$ cat src/rtl/dcache_ctrl.sv
// Direct-mapped write-back data cache controller: 8-bit CPU port in front of a
// block-organised memory, with write-back and refill sequencing on a miss.
module dcache_ctrl #(
  parameter int  INDEX_W  = 3,
  parameter int  OFFSET_W = 2,
  localparam int TAG_W    = 8 - INDEX_W - OFFSET_W,
  localparam int MA_W     = 8 - OFFSET_W,
  localparam int BLK_W    = 8 * (2 ** OFFSET_W)
) (
  input  logic             clk,
  input  logic             rst,
  input  logic             read,
  input  logic             write,
  input  logic [7:0]       address,
  input  logic [7:0]       writedata,
  output logic [7:0]       readdata,
  output logic             busywait,
  output logic             mem_read,
  output logic             mem_write,
  output logic [MA_W-1:0]  mem_address,
  output logic [BLK_W-1:0] mem_writedata,
  input  logic [BLK_W-1:0] mem_readdata,
  input  logic             mem_busywait
);

  localparam int LINES = 2 ** INDEX_W;

  typedef enum logic [1:0] {IDLE, WB, FETCH, UPDATE} state_e;

  state_e              state_q, state_d;
  logic [BLK_W-1:0]    line_q [LINES];
  logic [TAG_W-1:0]    tag_q  [LINES];
  logic [LINES-1:0]    valid_q, valid_d;
  logic [LINES-1:0]    dirty_q, dirty_d;
  logic [BLK_W-1:0]    fill_q, fill_d;
  logic                mem_read_q, mem_read_d;
  logic                mem_write_q, mem_write_d;
  logic [MA_W-1:0]     mem_address_q, mem_address_d;
  logic [BLK_W-1:0]    mem_writedata_q, mem_writedata_d;
  logic [7:0]          readdata_q, readdata_d;

  logic [TAG_W-1:0]    req_tag;
  logic [INDEX_W-1:0]  req_idx;
  logic [OFFSET_W-1:0] req_off;
  logic [TAG_W-1:0]    upd_tag;
  logic [INDEX_W-1:0]  upd_idx;
  logic                hit, idle_hit, read_hit, write_hit;

  assign req_tag = address[7 -: TAG_W];
  assign req_idx = address[OFFSET_W +: INDEX_W];
  assign req_off = address[OFFSET_W-1:0];
  // The refill target comes from the registered block address, so a request
  // dropped mid-sequence still installs the line it asked for.
  assign upd_tag = mem_address_q[MA_W-1 -: TAG_W];
  assign upd_idx = mem_address_q[INDEX_W-1:0];

  assign hit       = valid_q[req_idx] && (tag_q[req_idx] == req_tag);
  assign idle_hit  = (state_q == IDLE) && hit;
  assign write_hit = write && idle_hit;
  assign read_hit  = read && !write && idle_hit;

  assign busywait      = (read || write) && !idle_hit;
  assign readdata_d    = read_hit ? line_q[req_idx][{req_off, 3'b000} +: 8] : readdata_q;
  assign readdata      = readdata_d;
  assign mem_read      = mem_read_q;
  assign mem_write     = mem_write_q;
  assign mem_address   = mem_address_q;
  assign mem_writedata = mem_writedata_q;

  always_comb begin
    state_d         = state_q;
    valid_d         = valid_q;
    dirty_d         = dirty_q;
    fill_d          = fill_q;
    mem_address_d   = mem_address_q;
    mem_writedata_d = mem_writedata_q;
    case (state_q)
      IDLE: begin
        if ((read || write) && !hit) begin
          state_d = (valid_q[req_idx] && dirty_q[req_idx]) ? WB : FETCH;
        end
      end
      WB: begin
        if (!mem_busywait) state_d = FETCH;
      end
      FETCH: begin
        if (!mem_busywait) begin
          state_d = UPDATE;
          fill_d  = mem_readdata;
        end
      end
      UPDATE: begin
        state_d          = IDLE;
        valid_d[upd_idx] = 1'b1;
        dirty_d[upd_idx] = 1'b0;
      end
      default: state_d = IDLE;
    endcase
    if (write_hit) dirty_d[req_idx] = 1'b1;
    // Memory strobes are decoded from the next state so they are registered.
    mem_write_d = (state_d == WB);
    mem_read_d  = (state_d == FETCH);
    if (state_q == IDLE && state_d == WB) begin
      mem_address_d   = {tag_q[req_idx], req_idx};
      mem_writedata_d = line_q[req_idx];
    end
    if (state_q != FETCH && state_d == FETCH) begin
      mem_address_d = {req_tag, req_idx};
    end
  end

  always_ff @(posedge clk or posedge rst) begin
    if (rst) begin
      state_q         <= IDLE;
      valid_q         <= '0;
      dirty_q         <= '0;
      fill_q          <= '0;
      mem_read_q      <= 1'b0;
      mem_write_q     <= 1'b0;
      mem_address_q   <= '0;
      mem_writedata_q <= '0;
      readdata_q      <= '0;
    end else begin
      state_q         <= state_d;
      valid_q         <= valid_d;
      dirty_q         <= dirty_d;
      fill_q          <= fill_d;
      mem_read_q      <= mem_read_d;
      mem_write_q     <= mem_write_d;
      mem_address_q   <= mem_address_d;
      mem_writedata_q <= mem_writedata_d;
      readdata_q      <= readdata_d;
    end
  end

  // Line data and tags carry no reset; valid bits gate their use.
  always_ff @(posedge clk) begin
    if (state_q == UPDATE) begin
      line_q[upd_idx] <= fill_q;
      tag_q[upd_idx]  <= upd_tag;
    end else if (write_hit) begin
      line_q[req_idx][{req_off, 3'b000} +: 8] <= writedata;
    end
  end

endmodule

$ cat config.mk
export PLATFORM = sky130hd
export DESIGN_NAME = dcache_ctrl
export DESIGN_NICKNAME = d
export VERILOG_FILES = /design/src/rtl/dcache_ctrl.sv
export SDC_FILE = /design/constraint.sdc
export NUM_CORES = 1
export LEC_CHECK = 0
export BUFFER_PORTS_ARGS = -buffer_cell sky130_fd_sc_hd__buf_2
export CAP_MARGIN = 40
export CORE_MARGIN = 2
export CORE_UTILIZATION = 48
export DETAILED_ROUTE_END_ITERATION = 7
export HOLD_SLACK_MARGIN = 0.08
export PLACE_DENSITY_LB_ADDON = 0.25
export RECOVER_POWER = 100
export SETUP_SLACK_MARGIN = 0.5
export SYNTH_ARGS = -nofsm -noshare
export SYNTH_HDL_FRONTEND = slang
export SYNTH_SLANG_ARGS = --single-unit
$ cat constraint.sdc
create_clock -name clk -period 5.9 [get_ports clk]
set_input_delay 0.885 -clock clk [delete_from_list [all_inputs] [get_ports clk]]
set_output_delay 0.885 -clock clk [all_outputs]
set_load 0.01 [all_outputs]
# Yosys cells after proc, flatten, opt, wreduce, memory -nomap -nowiden
# Memories as Yosys holds them, arrays and structs flattened.
# Index checks and enable logic that the tools add are counted.
# totals
in_bits,53
register_bits,98
memories,2
wordCells,77
latch_bits,0
ramBits,280
rom_bits,0
output_inout_bits,49
# classes
n_addsub,1
magnitude_cmp,4
reduce_logical,20
n_eq_ne,7
mux,26
n_bitwise,5
n_mul,0
shift,3
div,0
# mem_list
name,depth,word_bits,rd,rd_ports_with_merged_regs,wr,line,rtl
line_q,8,32,1,0,1,31,logic [BLK_W-1:0] line_q [LINES];
tag_q,8,3,1,0,1,32,logic [TAG_W-1:0] tag_q [LINES];
# op_table
operator,count
$mux 32,3
$reduce_or 32->1,1
$shift 8x7->32 const A,1
$shiftx 32x6->8,1
$shiftx 8x7->32,1
$mux 8,3
$or 8x8->8,2
$logic_and 1x1->1,12
$mux 6,2
$and 8x8->8,1
$lt 3x4->1 const B,2
$mux 1,8
$mux 2,4
$not 8->8,1
$pmux 2 s4,1
$neg 5->7,1
$bmux 1 s3,2
$demux 1 s3,2
$eq 2x2->1 const B,3
$ge 3x1->1 const B,2
$eq 2x1->1 const B,2
$eq 3x3->1,1
$logic_not 1->1,3
$mux 3,1
other kinds (6),6

# Longest topological paths before layout
# Gate-level depths: netlist of run 1.
# logic_depth
ltp_word,11
depth_mapped,12
mapped_depth_nobuf,7

# Worst setup path before layout of run 1
# Ideal clock, no wire load.
# synth_path
path_type,input to output
startpoint,in address[4]
endpoint,out readdata[0]
t_required_ps,5015
n_path_buf,3
slack_ps,1958
t_arrival_ps,3057
path_stages,8
path_cell_list,buf_6 buf_2 buf_1 mux2_2 a221oi_1 o221ai_1 mux4_2 mux2_2
# synth_via
elab_chain_cells,6
elab_cells_between_ends,10
classes_between,eq/ne: 1; shift: 1; mux: 3; reduce/logical: 3; memory: 2
# synth_rtl
element,line,rtl
start: declaration,14,"input logic [7:0] address,"
"parallel branches: the longest is 5 deep, another holds $mem_v2 8x32",n/a,
$mux 8 (*),63,"assign readdata_d = read_hit ? line_q[req_idx][{req_off, 3'b000} +: 8] : readdata_q;"
end: declaration,16,"output logic [7:0] readdata,"
# Every way passes the cells marked *. The select of a mux whose other input is x is not followed.

# Final worst setup path of run 1
# Ends and elaborated chain as after synthesis.

==> impl_metrics.toml, run 1 <==
[timing]
timing.final.max_slew_violations = 134
period_minus_slack_ps = 5430
slew_headroom_pct = -92.45
worst_pin_slew_ps = 2887
final_setup_viols = 0
max_clock_freq_mhz = 184.1
rsz_0062_raised_after_global_routing = "no"
final-hold-violation-count = 0
tns_ps = 0
final.setup_skew_ps = 13.56
fin_crit_sh_pct = 92.04

[synth]
synth_enable_flop_cells = 280
synth-async-reset-ratio_pct = 25.93
synth_warnings = 0
ys_top_cells_by_area = "sky130_fd_sc_hd__edfxtp_1, sky130_fd_sc_hd__dfrtp_1, sky130_fd_sc_hd__mux2_2"
post_synthesis_xor_xnor_area_fraction_pct = 0.05579
post_synth_mux_area_share_pct = 13.84
synth_flop_cell = "sky130_fd_sc_hd__edfxtp_1"
register_bit_count_reported_by_yosys = 378
synth-compound-area-share_pct = 7.787
synthTopCellsByCount = "sky130_fd_sc_hd__edfxtp_1, sky130_fd_sc_hd__nand2_1, sky130_fd_sc_hd__dfrtp_1"
ys_types = 53
synth_fa_ha_area_share_pct = 0.3188
synth.net_count = 1077
post_synth_instance_area_um2 = 15700
synthDominantAreaCellType = "sky130_fd_sc_hd__edfxtp_1"
synth_top_area_share_pct = 53.56
count_leader_synth = "sky130_fd_sc_hd__edfxtp_1"
post_synth_and_or_nand_nor_area_fraction_pct = 6.185
main_combinational_cell_family_by_area_after_synthesis = "multiplexers"
synthesis.instances = 1020
part_of_the_yosys_area_used_for_sequential_elements_pct = 69.18
syn_area_per_cell_um2 = 15.39

[placed_design]
gp_congestion = 0.8905
portBuffers = 101
hpwl_reported_at_the_end_of_detailed_placement_um = 27590

[clock_tree]
cts_htree_levels = 2
cts_buffers = 40
ctsResizeCount = 0
clock_tree.root_cell = "sky130_fd_sc_hd__clkbuf_16"
cts_tree = "built"
sinks_on_clock_net = 378
cts.reportedPaths.clkPinSlew_ps = 60
post-cts-setup-buffers = 0
clk_path_buf_depth = 3
clkLatencyLatePin_ps = 540
cts_hold_buf = 0

[worst_setup_path]
ff2ff_setup_slack_ps = 1460
endpoint_kind = "primary output"
cp.required_ps = 5020
cp_data_arrival_time_ps = 4550
regToRegEndpoint = "line_q[2][24]$_DFFE_PP_"
r2r-start = "tag_q[4][2]$_DFFE_PP_"
critical_path_class = "primary input to primary output"
crit_fanout = 21
start_kind = "primary input"
r2r_cells = 8

[route]
via_count = 9661
wl_per_cell_um = 24.77
detail_route.drc_violations = 0
drt-initial-drc-count = 1274
wl_um = 40470
drt_first_pass_iters = 6
final_antenna_net_count = 0
via_per_inst = 5.912

[worst_hold_path]
hp-start = "valid_q[2]$_DFFE_PP0P_"
whs_path_depth = 1
hold-path-endpoint = "valid_q[2]$_DFFE_PP0P_"
min_path_type = "flip-flop to flip-flop"

[power]
post-layout-total-power_mw = 7.961
p_leak_nw = 6.424
ir_worst_vdd_uv = 291.4
power_density_nw_per_um2 = 446.6

[floorplanning]
rows = 66
initial_core_util_pct = 48.50
core_area_um2 = 32370
die-height_um = 184.8
floorplan.io_pins = 102
floorplan.die_area_um2 = 34170
die_width_um = 184.8

[grt]
global_route_wire_length_before_repair_um = 59920
antenna_found_initial = 5
first_global_vias = 9360
overflow = 0
track_usage_pct = 24.09
grt_max_degree = 51

[final_layout]
num-nets-final = 1218
drive_above_1_share_pct = 21.39
area_of_the_multi_input_gates_um2 = 4350
area_delta_synth_final_pct = 13.56
total_of_fill_cells_in_the_finished_design = 2687
ff_latch_area_um2 = 10860
num_antenna_cells = 0

[run_status]
status = "finished, violations left"
violations = "max-capacitance violations, max-slew violations"

[flow_run]
max_cap_violations = 3
==> cells in the final DEF, fill, tap and decap left out, types with 29 or more instances in the layout <==
cell type | Yosys | final
sky130_fd_sc_hd__clkbuf_16 | 0 | 41
sky130_fd_sc_hd__buf_4 | 4 | 29
sky130_fd_sc_hd__clkbuf_1 | 27 | 83
sky130_fd_sc_hd__nor2_1 | 68 | 68
sky130_fd_sc_hd__nand2_1 | 101 | 101
sky130_fd_sc_hd__mux4_2 | 31 | 31
sky130_fd_sc_hd__a221oi_1 | 36 | 36
sky130_fd_sc_hd__mux2i_1 | 24 | 29
sky130_fd_sc_hd__mux2_1 | 30 | 36
sky130_fd_sc_hd__o21ai_0 | 13 | 36
sky130_fd_sc_hd__buf_2 | 17 | 51
sky130_fd_sc_hd__mux2_2 | 67 | 63
sky130_fd_sc_hd__edfxtp_1 | 280 | 280
sky130_fd_sc_hd__dfrtp_1 | 98 | 98
==> logic make-up after synthesis <==
kind of cell | Yosys count
flip-flops | 378
AND/OR/NAND/NOR | 225
AO/OA/AOI/OAI | 172
multiplexers | 159
buffers and inverters | 81
adder cells (fa/ha/maj) | 4
XOR/XNOR | 1
==> final cells by class <==
type | instances | share of cell area (%)
flip-flops and latches | 378 | 60.92
multi-input cells | 561 | 24.40
clock buffers | 49 | 5.980
repair buffers | 159 | 4.422
well taps | 442 | 3.102
clock inverters | 24 | 0.7229
inverters | 21 | 0.4492
==> layer usage <==
metal / vias up / part of all wire, % / track usage [%]
met5: - / 0.067 / 0
met3: 100 / 10 / 5.191
met4: 4 / 3.2 / 7.810
met1: 4814 / 42 / 34.88
met2: 546 / 44 / 36.61
li1: 4197 / - / -
==> through the flow <==
step	cell area [um^2]	worst slack, ps	hold WS, ps	instances	utilization (%)
6_report	17830	469.6	462.8	1634	55.07
5_1_grt	17830	383.3	487.4	1634	55.07
4_1_cts	18100	916.9	450.2	1634	55.92
3_5_place_dp	16910	907.2	453.1	1561	52.23
3_3_place_gp	16880	981.5	446.2	1558	52.13
2_1_floorplan	15700	1958	430.5	1020	-
==> how the worst max path moves through the flow <==
| stage | from | endpoint | slack [ps] |
|---|---|---|---|
| 2_1_floorplan | address[4] | readdata[0] | 1960 |
| 3_3_place_gp | address[2] | readdata[4] | 980 |
| 3_5_place_dp | address[2] | readdata[7] | 910 |
| 4_1_cts | address[2] | readdata[7] | 920 |
| 5_1_grt | address[4] | line_q[7][2]$_DFFE_PP_ | 380 |
| 6_report | address[4] | readdata[0] | 470 |
==> power breakdown <==
part           internal (mW)  switching [mW]  total (mW)  leakage, nW
clock network           1.29            1.02        2.31        0.599
registers               3.70           0.291        3.99         3.70
logic                  0.569            1.10        1.67         2.13
==> critical path, stage by stage <==
cell                       delay, ps
sky130_fd_sc_hd__clkbuf_1        880
sky130_fd_sc_hd__buf_4           380
sky130_fd_sc_hd__and2_0          940
sky130_fd_sc_hd__a22oi_1         240
sky130_fd_sc_hd__o221ai_1        500
sky130_fd_sc_hd__mux4_2          380
sky130_fd_sc_hd__mux2_2          160
sky130_fd_sc_hd__clkbuf_1        150
==> sequential cells by signal (all words and copies together) (netlist names) <==
name           flops
dirty_q            8
readdata_q         8
mem_address        6
valid_q            8
mem_write          1
mem_writedata     32
fill_q            32
mem_read           1
state_q            2
line_q           256
tag_q             24
Power figures use the tool's default switching activity.
==> inputs of run 2 (changes only) <==
BUFFER_PORTS_ARGS = not set   (was -buffer_cell sky130_fd_sc_hd__buf_2)
DONT_BUFFER_PORTS = 1   (was not set)
==> run 2 against run 1 <==
The flow still finishes with violations (max-capacitance violations, max-slew violations). Core utilization shrank 1.5 points. Wire length grew 1.6%. Final area shrank 2.8%.
==> impl_metrics.toml, run 2 (synthesized netlist as in run 1, its figures left out) <==
[power]
ir_worst_vdd_uv = 293.7
power_density_nw_per_um2 = 466.2
post-layout-total-power_mw = 8.077
p_leak_nw = 6.094

[timing]
timing.final.max_slew_violations = 68
rsz_0062_raised_after_global_routing = "no"
slew_headroom_pct = -30.41
final_setup_viols = 0
tns_ps = 0
max_clock_freq_mhz = 203.3
final.setup_skew_ps = 13.36
period_minus_slack_ps = 4919
final-hold-violation-count = 0
worst_pin_slew_ps = 1956
setup_ws_post_layout_ps = 981.3
fin_crit_sh_pct = 83.37

[clock_tree]
cts_buffers = 39
cts.reportedPaths.clkPinSlew_ps = 60
clock_tree.root_cell = "sky130_fd_sc_hd__clkbuf_16"
clkLatencyLatePin_ps = 530
ctsResizeCount = 0
clk_path_buf_depth = 3
sinks_on_clock_net = 378
post-cts-setup-buffers = 0
cts_hold_buf = 0
cts_htree_levels = 2
cts_tree = "built"

[placed_design]
pre_cts_ws_ps = 1203
portBuffers = 0
hpwl_reported_at_the_end_of_detailed_placement_um = 28630
gp_congestion = 0.8909

[route]
drt-initial-drc-count = 911
final_antenna_net_count = 0
wl_per_cell_um = 27.48
via_per_inst = 6.124
drt_first_pass_iters = 7
wl_um = 41130
via_count = 9168
detail_route.drc_violations = 0

[floorplanning]
initial_core_util_pct = 48.50
rows = 66
die-height_um = 184.8
floorplan.io_pins = 102
floorplan.die_area_um2 = 34170
core_area_um2 = 32370
die_width_um = 184.8

[final_layout]
regMostFlops = "line_q"
area_delta_synth_final_pct = 10.36
layout.cells.most_common = "sky130_fd_sc_hd__edfxtp_1"
most_used_cells_in_the_layout_excluding_fill_and_tap_cells = "sky130_fd_sc_hd__edfxtp_1, sky130_fd_sc_hd__nand2_1, sky130_fd_sc_hd__dfrtp_1, sky130_fd_sc_hd__nor2_1, sky130_fd_sc_hd__mux2_2"
largest_register_ff_count = 256
num-nets-final = 1083
drive_above_1_share_pct = 16.49
num_antenna_cells = 0
fin_util_pct = 53.52

[worst_setup_path]
crit_fanout = 73
crit_path_frequent_cell = "sky130_fd_sc_hd__clkbuf_1"
start_kind = "primary input"
critical_path_cell_list = "and2_0 > a22oi_1 > a21oi_1 > o2111ai_1 > nor3_1 > clkbuf_1 > nand2b_1 > clkbuf_1 > o21ai_0"
critical_path_class = "primary input to flip-flop"
cp_data_arrival_time_ps = 5040
endpoint_kind = "flip-flop"
cp.required_ps = 6020
max_stage_delay_ps = 1220
critPathSlowestCell = "sky130_fd_sc_hd__o21ai_0"

[grt]
antenna_found_initial = 1
overflow = 0
track_usage_pct = 24.64
global_route_wire_length_before_repair_um = 60890
grt_max_degree = 74
first_global_vias = 9148

[worst_hold_path]
min_path_type = "primary input to asynchronous set/reset pin"

[run_status]
status = "finished, violations left"
violations = "max-capacitance violations, max-slew violations"

[flow_run]
max_cap_violations = 2
[run 2: worst paths after layout]
| path | from | endpoint | slack, ps | cells after the start |
|---|---|---|---|---|
| max | address[4] | line_q[0][26]$_DFFE_PP_ | 980 | 9 |
| min | rst | mem_writedata[19]$_DFFE_PP0P_ | 430 | 1 |
| max reg2reg | tag_q[5][2]$_DFFE_PP_ | line_q[0][26]$_DFFE_PP_ | 1410 | 9 |
| min reg2reg | valid_q[2]$_DFFE_PP0P_ | valid_q[2]$_DFFE_PP0P_ | 460 | 1 |
| max in group asynchronous | rst | fill_q[2]$_DFFE_PP0P_ | 3870 | 3 |
| min in group clk | valid_q[2]$_DFFE_PP0P_ | valid_q[2]$_DFFE_PP0P_ | 460 | 1 |
[run 2: routing by layer]
metal	part of all wire [%]	wire length [um]	track usage, %
met5	0.032	13	0
met1	41	17050	34.92
met2	44	18060	36.87
met4	3.1	1293	7.778
met3	11	4719	7.216
[run 2: layout make-up]
| type | instances | area (um^2) |
|---|---|---|
| clock buffer | 47 | 1049 |
| clock inverter | 23 | 254.0 |
| inverter | 21 | 80.08 |
| tap | 442 | 553.0 |
| timing repair buffer | 25 | 168.9 |
| fill | 2691 | 15050 |
| multi-input combinational | 561 | 4360 |
| sequential | 378 | 10860 |
[run 2: power breakdown]
part           switching [mW]  internal, mW  leakage, nW
clock                   0.992          1.52        0.634
combinational           0.987         0.487         1.76
sequential              0.388          3.70         3.70
total                    2.37          5.71         6.09
[run 2: worst max-delay path: cells and delay by family]
family	cells	cell delay [ps]
AOI/OAI and AO/OA	4	1900
and+or+nand+nor	3	1180
buffers and inverters	2	1000
[run 2: metrics by stage]
step	cell area, um^2	hold slack (ps)	cells
finish	17330	432.6	1497
CTS	17440	183.6	1493
global placement	16020	448.9	1414
floorplan	15700	430.5	1020
global route	17330	480.6	1497
detailed placement	16140	453.1	1423
